===== config.mk =====
export PLATFORM = sky130hd
export DESIGN_NAME = mem_stage_flat
export DESIGN_NICKNAME = d
export VERILOG_FILES = /design/src/rtl/mem_stage_pkg.sv /design/src/rtl/mem_stage_if.sv /design/src/rtl/mem_stage_data_ram.sv /design/src/rtl/mem_stage.sv /design/src/flat_wrapper.sv
export SDC_FILE = /design/constraint.sdc
export NUM_CORES = 2
export LEC_CHECK = 0
export CORE_UTILIZATION = 50
export DETAILED_ROUTE_END_ITERATION = 7
export GPL_ROUTABILITY_DRIVEN = 0
export PLACE_DENSITY = 0.72
export SLEW_MARGIN = 20
export SYNTH_ARGS = -nofsm -noshare
export SYNTH_HDL_FRONTEND = slang
export SYNTH_HIERARCHICAL = 1
export SYNTH_SLANG_ARGS = --single-unit
export TNS_END_PERCENT = 20

===== constraint.sdc =====
create_clock -name clk -period 5.6 [get_ports clk]
set_clock_uncertainty 0.1 [all_clocks]
set_input_delay 1.12 -clock clk [delete_from_list [all_inputs] [get_ports clk]]
set_output_delay 1.12 -clock clk [all_outputs]
set_load 0.005 [all_outputs]

===== src/rtl/mem_stage_pkg.sv =====
// mem_stage_pkg: shared widths, IO map and pipeline register types for the memory stage
package mem_stage_pkg;
  localparam int DATA_W = 16;
  localparam int ADDR_W = 8;
  localparam logic [ADDR_W-1:0] IO_OUT_ADDR = 8'hFF;
  localparam logic [ADDR_W-1:0] IO_IN_ADDR = 8'hFE;
  typedef struct packed {
    logic mwe;
    logic mux;
    logic rwe;
    logic [DATA_W-1:0] alu;
    logic [DATA_W-1:0] data_b;
    logic [7:0] c_reg;
  } exmem_t;
  localparam exmem_t BUBBLE = '0;
  typedef enum logic [1:0] {WB_ALU, WB_MEM, WB_IO} wb_sel_e;
endpackage


===== src/rtl/mem_stage_if.sv =====
// mem_stage_if: EX-side inputs plus forwarding, writeback and IO outputs of the memory stage
import mem_stage_pkg::*;
interface mem_stage_if;
  logic stall;
  logic flush;
  logic MWE;
  logic Mux;
  logic RWE;
  logic [DATA_W-1:0] ALU_Result;
  logic [DATA_W-1:0] Data_B;
  logic [7:0] C_Reg;
  logic [DATA_W-1:0] IO_In;
  logic [DATA_W-1:0] Fwd_Data;
  logic [7:0] Fwd_Reg;
  logic Fwd_RWE;
  logic [DATA_W-1:0] WB_Data;
  logic [7:0] WB_Reg;
  logic WB_RWE;
  logic [DATA_W-1:0] IO_Out;
  modport master (
    output stall, flush, MWE, Mux, RWE, ALU_Result, Data_B, C_Reg, IO_In,
    input Fwd_Data, Fwd_Reg, Fwd_RWE, WB_Data, WB_Reg, WB_RWE, IO_Out
  );
  modport slave (
    input stall, flush, MWE, Mux, RWE, ALU_Result, Data_B, C_Reg, IO_In,
    output Fwd_Data, Fwd_Reg, Fwd_RWE, WB_Data, WB_Reg, WB_RWE, IO_Out
  );
endinterface


===== src/rtl/mem_stage_data_ram.sv =====
// data_ram: single-port synchronous RAM, read-first, registered read, contents never reset
module data_ram #(
  parameter int DATA_W = 16,
  parameter int ADDR_W = 8
) (
  input  logic              clk,
  input  logic              we,
  input  logic [ADDR_W-1:0] addr,
  input  logic [DATA_W-1:0] wdata,
  output logic [DATA_W-1:0] rdata
);
  logic [DATA_W-1:0] mem [2**ADDR_W];
  always_ff @(posedge clk) begin
    if (we) mem[addr] <= wdata;
    rdata <= mem[addr];
  end
endmodule


===== src/rtl/mem_stage.sv =====
// mem_stage: EX/MEM and MEM/WB pipeline registers, data memory access, IO mapping and writeback mux
import mem_stage_pkg::*;
module mem_stage #(
  parameter int DATA_W = mem_stage_pkg::DATA_W,
  parameter int ADDR_W = mem_stage_pkg::ADDR_W,
  parameter logic [ADDR_W-1:0] IO_OUT_ADDR = mem_stage_pkg::IO_OUT_ADDR,
  parameter logic [ADDR_W-1:0] IO_IN_ADDR = mem_stage_pkg::IO_IN_ADDR
) (
  input logic       clk,
  input logic       rst,
  mem_stage_if.slave bus
);
  exmem_t ex_d, ex_q;
  wb_sel_e wb_sel;
  logic [DATA_W-1:0] wb_alu, io_q, rd, io_out;
  logic [7:0] wb_reg;
  logic wb_rwe;
  logic [ADDR_W-1:0] addr;
  logic is_io_out, is_io_in;
  assign ex_d = (bus.stall || bus.flush) ? BUBBLE
              : {bus.MWE, bus.Mux, bus.RWE, bus.ALU_Result, bus.Data_B, bus.C_Reg};
  assign addr = ex_q.alu[ADDR_W-1:0];
  assign is_io_out = addr == IO_OUT_ADDR;
  assign is_io_in = addr == IO_IN_ADDR;
  // the RAM read register doubles as the MEM/WB copy of the loaded word
  data_ram #(.DATA_W(DATA_W), .ADDR_W(ADDR_W)) u_ram (
    .clk(clk),
    .we(ex_q.mwe && !is_io_out),
    .addr(addr),
    .wdata(ex_q.data_b),
    .rdata(rd)
  );
  always_ff @(posedge clk or posedge rst) begin
    if (rst) begin
      ex_q <= BUBBLE;
      wb_sel <= WB_ALU;
      wb_alu <= '0;
      io_q <= '0;
      wb_reg <= '0;
      wb_rwe <= 1'b0;
      io_out <= '0;
    end else begin
      ex_q <= ex_d;
      wb_sel <= !ex_q.mux ? WB_ALU : is_io_in ? WB_IO : WB_MEM;
      wb_alu <= ex_q.alu;
      io_q <= bus.IO_In;
      wb_reg <= ex_q.c_reg;
      wb_rwe <= ex_q.rwe;
      if (ex_q.mwe && is_io_out) io_out <= ex_q.data_b;
    end
  end
  assign bus.Fwd_Data = ex_q.alu;
  assign bus.Fwd_Reg = ex_q.c_reg;
  assign bus.Fwd_RWE = ex_q.rwe;
  assign bus.WB_Data = wb_sel == WB_MEM ? rd : wb_sel == WB_IO ? io_q : wb_alu;
  assign bus.WB_Reg = wb_reg;
  assign bus.WB_RWE = wb_rwe;
  assign bus.IO_Out = io_out;
endmodule


===== src/flat_wrapper.sv =====
// flat-port wrapper written by rule: the top's interface ports become plain ports
module mem_stage_flat 
#(
  parameter int DATA_W = mem_stage_pkg::DATA_W,
  parameter int ADDR_W = mem_stage_pkg::ADDR_W,
  parameter logic [ADDR_W-1:0] IO_OUT_ADDR = mem_stage_pkg::IO_OUT_ADDR,
  parameter logic [ADDR_W-1:0] IO_IN_ADDR = mem_stage_pkg::IO_IN_ADDR
)
  (clk, rst, bus_stall, bus_flush, bus_MWE, bus_Mux, bus_RWE, bus_ALU_Result, bus_Data_B, bus_C_Reg, bus_IO_In, bus_Fwd_Data, bus_Fwd_Reg, bus_Fwd_RWE, bus_WB_Data, bus_WB_Reg, bus_WB_RWE, bus_IO_Out);
  mem_stage_if bus_i ();
  input logic clk;
  input logic rst;
  input wire logic [$bits(bus_i.stall)-1:0] bus_stall;
  input wire logic [$bits(bus_i.flush)-1:0] bus_flush;
  input wire logic [$bits(bus_i.MWE)-1:0] bus_MWE;
  input wire logic [$bits(bus_i.Mux)-1:0] bus_Mux;
  input wire logic [$bits(bus_i.RWE)-1:0] bus_RWE;
  input wire logic [$bits(bus_i.ALU_Result)-1:0] bus_ALU_Result;
  input wire logic [$bits(bus_i.Data_B)-1:0] bus_Data_B;
  input wire logic [$bits(bus_i.C_Reg)-1:0] bus_C_Reg;
  input wire logic [$bits(bus_i.IO_In)-1:0] bus_IO_In;
  output wire logic [$bits(bus_i.Fwd_Data)-1:0] bus_Fwd_Data;
  output wire logic [$bits(bus_i.Fwd_Reg)-1:0] bus_Fwd_Reg;
  output wire logic [$bits(bus_i.Fwd_RWE)-1:0] bus_Fwd_RWE;
  output wire logic [$bits(bus_i.WB_Data)-1:0] bus_WB_Data;
  output wire logic [$bits(bus_i.WB_Reg)-1:0] bus_WB_Reg;
  output wire logic [$bits(bus_i.WB_RWE)-1:0] bus_WB_RWE;
  output wire logic [$bits(bus_i.IO_Out)-1:0] bus_IO_Out;
  assign bus_i.stall = bus_stall;
  assign bus_i.flush = bus_flush;
  assign bus_i.MWE = bus_MWE;
  assign bus_i.Mux = bus_Mux;
  assign bus_i.RWE = bus_RWE;
  assign bus_i.ALU_Result = bus_ALU_Result;
  assign bus_i.Data_B = bus_Data_B;
  assign bus_i.C_Reg = bus_C_Reg;
  assign bus_i.IO_In = bus_IO_In;
  assign bus_Fwd_Data = bus_i.Fwd_Data;
  assign bus_Fwd_Reg = bus_i.Fwd_Reg;
  assign bus_Fwd_RWE = bus_i.Fwd_RWE;
  assign bus_WB_Data = bus_i.WB_Data;
  assign bus_WB_Reg = bus_i.WB_Reg;
  assign bus_WB_RWE = bus_i.WB_RWE;
  assign bus_IO_Out = bus_i.IO_Out;
  mem_stage #(.DATA_W(DATA_W), .ADDR_W(ADDR_W), .IO_OUT_ADDR(IO_OUT_ADDR), .IO_IN_ADDR(IO_IN_ADDR)) u_core (.clk(clk), .rst(rst), .bus(bus_i));
endmodule

### Yosys cells after proc, flatten, opt, wreduce, memory -nomap -nowiden

Memories as Yosys holds them, arrays and structs flattened. A register that Yosys moved wholly into a read port is not among the register bits.
Index checks and enable logic that the tools add are counted.

* register bits: 102
* memory bits (writable): 4096
* output and inout bits: 66
* logic and storage cells: 28
* memories: 1

Memory list
* u_core.u_ram.mem: words 256, width 16, read ports 1, clocked after Yosys merged registers in 1, wr ports 1, line mem_stage_data_ram.sv:12 `logic [DATA_W-1:0] mem [2**ADDR_W];`

* eq/ne operators: 4
* multiplexer cells: 7
* reduce and logical (&&, ||, !) cells: 4

Operators with widths (number)
* 43-bit two-way mux: 1
* 16-bit two-way mux: 2
* 8-bit == test, second input constant: 2
* 2-bit two-way mux: 2
* 2-bit by 1-bit == test with 1-bit output, second input constant: 1
* 2-bit == test, second input constant: 1
* 1-bit logical AND: 2
* 1-bit two-way mux: 2
* 1-bit zero test: 1
* 1-bit logical OR: 1

### Longest topological paths before layout

* depth after elaboration: 5
* mapped depth: 10
* mapped depth without buffers: 7

### Cells and area by module

The synthesis kept the hierarchy.

Modules (own cells, without submodules)
* data_ram: times used 1, cells each 6727, area each 155399.0 um2
* mem_stage: times used 1, cells each 275, area each 3822.4 um2

### Worst setup path before layout

OpenSTA, ideal clock, no wires.

* path kind: register -> register
* from: register u_core/ex_q[8] (netlist bit)
* to: memory u_core.u_ram.mem[0][0], data pin
* library setup time: 804 ps
* arrival time: 3183 ps
* setup slack: 1513 ps
* stages on the path, launching flop included: 1
* buffers on the path: 0
* period minus slack after synthesis: 4087 ps
* path through: dfrtp_1

RTL lines
* start, declared: line mem_stage.sv:13 `exmem_t ex_d, ex_q;`
* start signal, assigned: line mem_stage.sv:35 `ex_q <= BUBBLE;`
* start signal, assigned: line mem_stage.sv:43 `ex_q <= ex_d;`
* end, declared: line mem_stage_data_ram.sv:12

Straight into the memory's write port.

### Final worst setup path

* from: register u_core.wb_sel[1]
* to: output port bus_WB_Data[2]

* word-level cells in the longest chain between the ends: 3
* elaborated cells on any way between the ends: 4
* classes of those cells: eq/ne (2); mux (2)

RTL lines
* start, declared: line mem_stage.sv:14 `wb_sel_e wb_sel;`
* start signal, assigned: line mem_stage.sv:44 `wb_sel <= !ex_q.mux ? WB_ALU : is_io_in ? WB_IO : WB_MEM;`
* 2-bit == test: line mem_stage.sv:55 `assign bus.WB_Data = wb_sel == WB_MEM ? rd : wb_sel == WB_IO ? io_q : wb_alu;`
* 16-bit two-way mux: line mem_stage.sv:55
* 16-bit two-way mux (*): line mem_stage.sv:55
* end, declared: line flat_wrapper.sv:25 `output wire logic [$bits(bus_i.WB_Data)-1:0] bus_WB_Data;`

Mark *: on every way between the ends. The rest lies on a longest branch, timed or not.

==> impl_metrics.tcl <==
set metrics [dict create \
    status "completed" \
    endpoint "bus_WB_Data[2]" \
    synthSimpleGateAreaFrac_pct 1.15 \
    gr-total-overflow 0 \
    stdcell_area_um2 182000 \
    path_cells "buf_4 > a211oi_1 > a21oi_2 > clkdlybuf4s50_1" \
    reg2reg_depth 9 \
    die_area_um2 321000 \
    grt_pass1_wl_um 580000 \
    final_cell_mix "edfxtp_1, mux4_2, a22oi_1, buf_4, clkbuf_16" \
    finalSetupViolations 0 \
    slew_headroom_pct 15.5 \
    irDropWorstVdd_mv 0.295 \
    final_common_cell "edfxtp_1" \
    routed_wl_um 407000 \
    syn_to_final_growth_pct 14.6 \
    synth_nets 7065 \
    finalHoldViolCount 0 \
    yosysWarnings 6 \
    wire_per_inst_um 33.6 \
    power_mw 64.7 \
    seq_area_frac_synth_pct 79.1 \
    critPathCaptureType "output pin" \
    clk_pin_slew_ns 0.06 \
    crit_start "u_core/wb_sel[1]" \
    postLayoutCoreUtil_pct 57.8 \
    fmax_mhz 222 \
    vias 78900 \
    n_fill_cell 21600 \
    port_buffers 128 \
    synthCells 7002 \
    crit_slowest_cell "clkdlybuf4s50_1" \
    worst_slew_pin_slew_ns 1.27 \
    hpwl_um 234000 \
    antenna_found_initial 18 \
    numCtsBuffers 410 \
    drt.antenna.violating_nets 0 \
    grt_pass1_vias 78800 \
    path_max_fanout 48 \
    ys_types 29 \
    power_density_nw_per_um2 355 \
    core_um2 316000 \
    drtPass1Iterations 8 \
    hold_slack_ns 0.278 \
    clk_latency_ns 0.99 \
    clock_sinks 4214 \
    htreeDepth 5 \
    cp.depth 4 \
    required_ns 4.38 \
    cts_tree "done" \
    multi_input_area_um2 31500 \
    track_usage_pct 25.2 \
    grt_setup_unrepaired "no" \
    die_h_um 566 \
    io_pins 129 \
    cts_setup_buffers 0 \
    synth_compound_area_share_pct 3.70 \
    nets 7678 \
    grt_max_degree 209 \
    synth_top_family_by_area "multiplexers" \
    hold_path.class "reg -> reg" \
    ys_ff_latch 4214 \
    fin_crit_ns 4.51 \
    place_inst 11400 \
    critPathTopFamily "buffers and inverters" \
    synthMuxAreaShare_pct 14.7 \
    place_area_um2 169000 \
    r2r_slack_ns 1.17 \
    synthAdderAreaFrac_pct 0 \
    final_cells 12100 \
    r2r-end "u_core/u_ram/rdata[1]" \
    regArea_um2 126000 \
    fp-row-count 206 \
    layout-drive-gt1-share_pct 28.4 \
    cts_max_path_buffers 4 \
    synth_area_per_cell_um2 22.7 \
    maxCapViolations 0 \
    drt_iter0_drc 11100 \
    vias_per_cell 6.50 \
    place_ws_ns 0.947 \
    path_class "reg -> out" \
    reg2reg_from "u_core/bus.Fwd_Data[0]" \
    drc 0 \
    clockRootBuffer "clkbuf_16" \
    crit_path_max_incr_delay_ns 0.63 \
    path_buf_inv 2 \
    holdBufCountCts 0 \
    slew_viol_final 0 \
    synthesis.area_um2 159000 \
    fin_crit_sh_pct 80.5 \
    initial_core_util_pct 50.4 \
    die_w_um 566 \
    synthXorXnorAreaFrac_pct 0 \
    cp-start-kind "flop" \
    postCtsResizedCells 0 \
    p_leak_nw 48.5 \
    finalSetupTns_ns 0 \
    fin_ws_ns 1.09 \
    crit_arrival_ns 3.29 \
]
-- state kept, by name (all words and copies together), names as in the netlist, 2 cells and up --
signal / flops
u_core/u_ram/mem: 4096
u_core/bus.Fwd_Reg: 8
u_core/bus.WB_Reg: 8
u_core/ex_q: 18
u_core/u_ram/rdata: 16
u_core/wb_sel: 2
u_core/bus.IO_Out: 16
u_core/bus.Fwd_Data: 16
u_core/wb_alu: 16
u_core/io_q: 16
-- report_power, final --
part           internal [mW]  leakage [nW]  switching [mW]
sequential              34.5          31.5           0.189
clock                   16.1          6.65            11.9
combinational          0.682          10.3            1.37
total                   51.2          48.5            13.5
-- Yosys cell counts, drive strengths merged --
cell type  count  area, um^2
dfrtp        102        2550
nand2b         6        37.5
o41ai         64         561
clkbuf       258         968
mux2          16         218
dfxtp         16         320
a22oi        512        3840
nand3         13        65.1
buf          200        1210
a211oi        16         120
nor2         236         886
nand4         18         113
edfxtp      4096      123000
a21oi        272        1360
nor2b         24         150
mux2i         16         160
or2            2        12.5
or3            2        12.5
mux4        1024       23100
nor3          30         150
inv            3        11.3
nand2         28         105
and2          47         294
nand4b         1        8.76
-- how the worst min path moves through the flow --
stage / from / end / slack (ns) / depth (start not counted)
after global routing: u_core/bus.Fwd_Reg[5] / u_core/bus.WB_Reg[5] / 0.29 / 0
after CTS: u_core/bus.Fwd_Data[11] / u_core/wb_alu[11] / 0.28 / 0
after floorplan: u_core/bus.Fwd_Reg[0] / u_core/bus.WB_Reg[0] / 0.25 / 0
after global placement: u_core/bus.Fwd_Data[10] / u_core/wb_alu[10] / 0.26 / 0
after detailed placement: u_core/bus.Fwd_Data[15] / u_core/wb_alu[15] / 0.27 / 0
final: u_core/bus.Fwd_Data[15] / u_core/wb_alu[15] / 0.28 / 0
-- area by class of cell --
cell class              count  area share (%)
diodes                     17          0.0233
clock buffers             490            5.88
clock inverters           269            1.63
inverters                   3         0.00892
multi-input cells        2327            17.3
flip-flops and latches   4214            69.0
well taps                4160            2.85
repair buffers            659            3.28
-- kinds of logic after synthesis --
| group | Yosys count |
|---|---|
| DFF | 4214 |
| muxes | 1056 |
| and+or+nand+nor | 407 |
| AOI/OAI and AO/OA | 864 |
| buffers and inverters | 461 |
-- per-layer routing --
layer,GRT usage (%),wire length (um),vias to the layer above
met3,4.94,43400,815
li1,-,-,31200
met2,40.1,196000,5051
met1,34.4,148000,41900
met5,0,46,-
met4,10.7,19700,8
Power figures use the tool's default switching activity.
